<file path="src/rtl/data_memory_arbiter.sv">
// Shares one single-port data memory between the CPU and a debug/loader port.
// One registered access per cycle; synchronous read data is routed back by a 2-stage owner tag.
module data_memory_arbiter #(
    parameter int ADDR_W   = 11,
    parameter int DATA_W   = 8,
    parameter int MAX_WAIT = 4
) (
    input  logic              clk,
    input  logic              rst_n,
    input  logic              cpu_req,
    input  logic              cpu_we,
    input  logic [ADDR_W-1:0] cpu_addr,
    input  logic [DATA_W-1:0] cpu_wdata,
    output logic              cpu_gnt,
    output logic              cpu_stall,
    output logic              cpu_rvalid,
    output logic [DATA_W-1:0] cpu_rdata,
    input  logic              dbg_req,
    input  logic              dbg_we,
    input  logic [ADDR_W-1:0] dbg_addr,
    input  logic [DATA_W-1:0] dbg_wdata,
    input  logic              dbg_halt,
    output logic              dbg_gnt,
    output logic              dbg_rvalid,
    output logic [DATA_W-1:0] dbg_rdata,
    output logic              mem_en,
    output logic              mem_we,
    output logic [ADDR_W-1:0] mem_addr,
    output logic [DATA_W-1:0] mem_wdata,
    input  logic [DATA_W-1:0] mem_rdata
);

    localparam logic [3:0] WAIT_LIMIT = 4'(MAX_WAIT);

    logic [3:0] wait_cnt;
    logic       s1_valid, s1_dbg;
    logic       s2_valid, s2_dbg;
    logic       any_gnt;
    logic       sel_we;

    // Debug wins when halted, when starved to the limit, or when the CPU is idle.
    always_comb begin
        dbg_gnt   = rst_n & dbg_req & (dbg_halt | (wait_cnt == WAIT_LIMIT) | ~cpu_req);
        cpu_gnt   = rst_n & cpu_req & ~dbg_gnt;
        cpu_stall = rst_n & cpu_req & ~cpu_gnt;
        any_gnt   = cpu_gnt | dbg_gnt;
        sel_we    = dbg_gnt ? dbg_we : cpu_we;
    end

    always_ff @(posedge clk or negedge rst_n) begin
        if (!rst_n) begin
            mem_en    <= 1'b0;
            mem_we    <= 1'b0;
            mem_addr  <= '0;
            mem_wdata <= '0;
            s1_valid  <= 1'b0;
            s1_dbg    <= 1'b0;
            s2_valid  <= 1'b0;
            s2_dbg    <= 1'b0;
            wait_cnt  <= '0;
        end else begin
            mem_en <= any_gnt;
            mem_we <= any_gnt & sel_we;
            if (any_gnt) begin
                mem_addr  <= dbg_gnt ? dbg_addr : cpu_addr;
                mem_wdata <= dbg_gnt ? dbg_wdata : cpu_wdata;
            end
            s1_valid <= any_gnt & ~sel_we;
            s1_dbg   <= dbg_gnt;
            s2_valid <= s1_valid;
            s2_dbg   <= s1_dbg;

            // Halt always grants a debug request, so it only needs to block counting.
            if (!dbg_req || dbg_gnt)
                wait_cnt <= '0;
            else if (!dbg_halt && (wait_cnt != WAIT_LIMIT))
                wait_cnt <= wait_cnt + 4'd1;
        end
    end

    assign cpu_rvalid = s2_valid & ~s2_dbg;
    assign dbg_rvalid = s2_valid & s2_dbg;
    assign cpu_rdata  = mem_rdata;
    assign dbg_rdata  = mem_rdata;

endmodule

</file>
<file path="config.mk">
export PLATFORM = sky130hd
export DESIGN_NAME = data_memory_arbiter
export DESIGN_NICKNAME = d
export VERILOG_FILES = /design/src/rtl/data_memory_arbiter.sv
export SDC_FILE = /design/constraint.sdc
export NUM_CORES = 1
export LEC_CHECK = 0
export BUFFER_PORTS_ARGS = -buffer_cell sky130_fd_sc_hd__buf_2
export CORE_ASPECT_RATIO = 1.2
export CORE_MARGIN = 3
export CORE_UTILIZATION = 49
export CTS_CLUSTER_DIAMETER = 120
export DETAILED_ROUTE_END_ITERATION = 10
export PLACE_DENSITY = 0.85
export SLEW_MARGIN = 20
export SYNTH_ARGS = -nofsm -noshare
export SYNTH_HDL_FRONTEND = slang
export SYNTH_SLANG_ARGS = --single-unit
export TNS_END_PERCENT = 10
</file>
<file path="constraint.sdc">
create_clock -name clk -period 5.4 [get_ports clk]
set_clock_uncertainty 0.2 [all_clocks]
set_input_delay 1.08 -clock clk [delete_from_list [all_inputs] [get_ports clk]]
set_output_delay 1.08 -clock clk [all_outputs]
set_load 0.005 [all_outputs]
</file>
# After elaboration in Yosys (flattened, before gate mapping)
# Cells that the tools add are included.
# classes
addsub	1
eq_ne	2
muxes	5
bitwise_logic	17
n_reduce_logical	5
# ops
op	count
2-to-1 mux 11 bit	1
bitwise AND 1 bit	9
2-to-1 mux 4 bit	2
2-to-1 mux 8 bit	1
inverter 1 bit	5
adder 4 x 1 -> 4 bit (second input constant)	1
equality test 4 x 3 -> 1 bit (second input constant)	1
!= test 4 x 3 -> 1 bit (second input constant)	1
OR 1 bit	3
zero test 1 bit	2
nonzero test 2 bit	1
logical AND 1 bit	1
logical OR 1 bit	1
2-to-1 mux 1 bit	1
# word_totals
ff_bits	29
in_bits	53
out_inout_bits	42
elab_cells	39

# Longest topological paths before layout
# depth
ltp_word	8
ltp_mapped	7
depth_no_buf	5

# Worst setup path before layout
# Ideal clock, no wire load.
# synth_path
path_type	input -> output
start	in dbg_halt
end	out dbg_gnt
t_arrival_ps	1761
t_required_ps	4120
slack_ps	2359
path_stages	4
n_path_buf	1
path_cell_list	nand2b_1 > o211ai_2 > buf_2 > inv_1
# synth_via
elab_chain_len	3
# synth_rtl
element	line_no	rtl
start: declaration	22	input logic dbg_halt,
OR 1 bit (2 in series)	43	dbg_gnt = rst_n & dbg_req & (dbg_halt | (wait_cnt == WAIT_LIMIT) | ~cpu_req);
bitwise AND 1 bit	43	
end: declaration	23	output logic dbg_gnt,
# Every way passes these cells.

# Worst setup path in the final report
# layout_path
start	in cpu_req
end	out dbg_gnt
# layout_via
elab_chain_len	3
# layout_rtl
element	line_no	rtl
start: declaration	10	input logic cpu_req,
inverter 1 bit	43	
OR 1 bit	43	
bitwise AND 1 bit	43	
# Every way passes these cells.

==> results_dict.tcl <==
set metrics [dict create \
    antenna_left 0 \
    path_class "input port to output port" \
    start_kind "input port" \
    dr.pass1.iters 4 \
    cts_tree "built" \
    timing.final.crit_period_ns 3.52 \
    yosys.area_share.simple 0.170 \
    diodes 0 \
    dieWidth_um 62.5 \
    cap_violations 0 \
    status "finished, final reports clean" \
    final_area_um2 2220 \
    synth_cell_types 31 \
    ctsResizeCount 0 \
    synthXorXnorAreaFrac 0 \
    slew_violations 0 \
    tightest_slew_ns 0.656 \
    r2r-end "s1_valid" \
    syn_area_um2 1880 \
    slew_headroom 0.562 \
    powerDensity_nw_per_um2 258 \
    holdBufCountCts 0 \
    syn_to_final_growth_pct 18.3 \
    synth_flop_cell "dfrtp_1" \
    num_io_pins 95 \
    syn_nets 256 \
    ys_seq_area_frac 0.386 \
    crit_fanout 25 \
    n_fill_cell 334 \
    arrival_ns 2.24 \
    setup_tns_ns 0 \
    wl_per_cell_um 14.7 \
    clk_transition_reported_paths_ns 0.06 \
    initial_core_util 0.513 \
    layout-drive-gt1-share 0.347 \
    post-route-drc-count 0 \
    port_buffers 70 \
    hold_end "s2_dbg" \
    drt_iter0_drc 56 \
    synth_edf_count 0 \
    gp_congestion 0.829 \
    viasPerCell 5.67 \
    wl_mm 4.41 \
    cts_setup_buffers 0 \
    yosys.cell_count.top_type "dfrtp_1" \
    synth_compound_area_frac 0.249 \
    timing.rr.start "wait_cnt[0]" \
    cts_root_buf "clkbuf_8" \
    yosysTopAreaCellShare 0.386 \
    synth_top_cell_by_area "dfrtp_1" \
    finalSetupViolCount 0 \
    synth-adder-area-share 0.0133 \
    cpMaxStageDelayCell "o211ai_2" \
    clock-sinks 29 \
    power.leakage_uw 0.00115 \
    path_cells "buf_2 > nand2b_1 > o211ai_2 > inv_1 > buf_2" \
    worstHoldStart "s1_dbg" \
    ys_top_cells_by_count "dfrtp_1, inv_1, a21oi_1, o211ai_1" \
    via_count 1700 \
    worstRegToRegCells 6 \
    hp-class "register to register" \
    dpl_cell_area_um2 2120 \
    critical_path_required_ns 4.12 \
    clk_latency_ns 0.28 \
    timing.critical_path.mode_cell "buf_2" \
    grt_pass1_vias 1557 \
    hold_viol 0 \
    antenna_found_initial 0 \
    num_rows 24 \
    fin_crit_sh 0.651 \
    syn_area_per_cell_um2 9.35 \
    clock_path_buffers 2 \
    hold_depth 0 \
    critical_path.max_stage_delay_ns 0.45 \
    seq_area_um2 726 \
    multi_input_area_um2 850 \
    hpwl_mm 3.10 \
    yosys-top-cells-area "dfrtp_1, and4b_1, o2111ai_1" \
    cp-end-kind "output port" \
    numCtsBuffers 5 \
    yosys-mux-area-fraction 0.0173 \
    die-area_um2 4620 \
    async_flop_share 1.00 \
    max_freq_ghz 0.284 \
    ir_drop_v 0.000180 \
    grt_pass1_wl_mm 7.13 \
    hold_ws_ns 0.158 \
    yosys_warnings 0 \
    rsz0062_at_grt "no" \
    nets 302 \
    ys_ff_latch 29 \
    globalRouteOverflowTotal 0 \
    grt_usage 0.196 \
    die_h_um 73.8 \
    htreeDepth 2 \
    grt_max_degree 31 \
    synth_top_family_by_area "compound AO/OA/AOI/OAI gates" \
    syn-instance-count 201 \
    coreArea_um2 3660 \
    reg2reg_slack_ns 3.02 \
]
-- registers in the layout, summed over array words and instances, names as in the netlist --
| name | flops |
|---|---|
| mem_wdata | 8 |
| s1_dbg | 1 |
| mem_en | 1 |
| mem_we | 1 |
| s2_valid | 1 |
| s2_dbg | 1 |
| mem_addr | 11 |
| s1_valid | 1 |
| wait_cnt | 4 |
-- cells by family (layout without fill, tap and decap cells) --
| kind of cell | Yosys count | count (layout) |
|---|---|---|
| flip-flops | 29 | 29 |
| buffers and inverters | 62 | 109 |
| AO/OA/AOI/OAI | 66 | 66 |
| AND/OR/NAND/NOR | 39 | 39 |
| adder cells (fa/ha/maj) | 2 | 2 |
| multiplexers | 3 | 3 |
-- power breakdown --
group / leakage, µW / switching, µW / internal, µW
clock network: 0.0000542 / 83.8 / 115
logic: 0.000735 / 61.4 / 56.2
registers: 0.000358 / 13.8 / 243
-- layer usage --
layer | wire length [µm] | up-vias | track usage
li1 | - | 828 | -
met1 | 1970 | 791 | 0.238
met2 | 2020 | 72 | 0.327
met4 | 77 | 0 | 0.0931
met5 | 0 | - | 0
met3 | 334 | 9 | 0.0505
-- worst max path at each step --
stage | start | end | slack, ns | depth (start not counted)
floorplan | dbg_halt | dbg_gnt | 2.36 | 4
global placement | cpu_req | dbg_gnt | 1.90 | 5
detailed placement | cpu_req | dbg_gnt | 1.88 | 5
CTS | cpu_req | dbg_gnt | 1.87 | 5
global route | cpu_req | dbg_gnt | 1.76 | 5
finish | cpu_req | dbg_gnt | 1.88 | 5
-- cells in the final DEF (no fill, tap or decap), types with 2 or more instances in the layout --
| master | n |
|---|---|
| a21oi_1 | 21 |
| and3_1 | 2 |
| and4b_1 | 19 |
| buf_2 | 70 |
| buf_4 | 4 |
| clkbuf_8 | 7 |
| dfrtp_1 | 29 |
| ha_1 | 2 |
| inv_1 | 27 |
| nand2b_1 | 2 |
| nor2_1 | 4 |
| nor2b_1 | 4 |
| o2111ai_1 | 19 |
| o211ai_1 | 21 |
| o21ai_0 | 2 |
-- cell type report --
cell class	count	area share
clock buffers	7	0.0433
clock inverters	1	0.00225
inverters	27	0.0456
multi-input cells	110	0.382
flip-flops and latches	29	0.326
well taps	52	0.0293
repair buffers	74	0.171
-- critical path: cells and delay by family --
kind            cells  cell delay (ns)
buf+inv             3             0.57
compound gates      1             0.45
simple gates        1             0.13
-- per-stage QoR --
step                      worst slack, ns  utilization  cells  power [µW]
after floorplan                      2.36            -    201         329
after global placement               1.90        0.579    292         377
after detailed placement             1.88        0.579    292         379
after CTS                            1.87        0.607    300         579
after global routing                 1.76        0.607    300         605
final                                1.88        0.607    300         573
(Power assumes the default switching activity.)
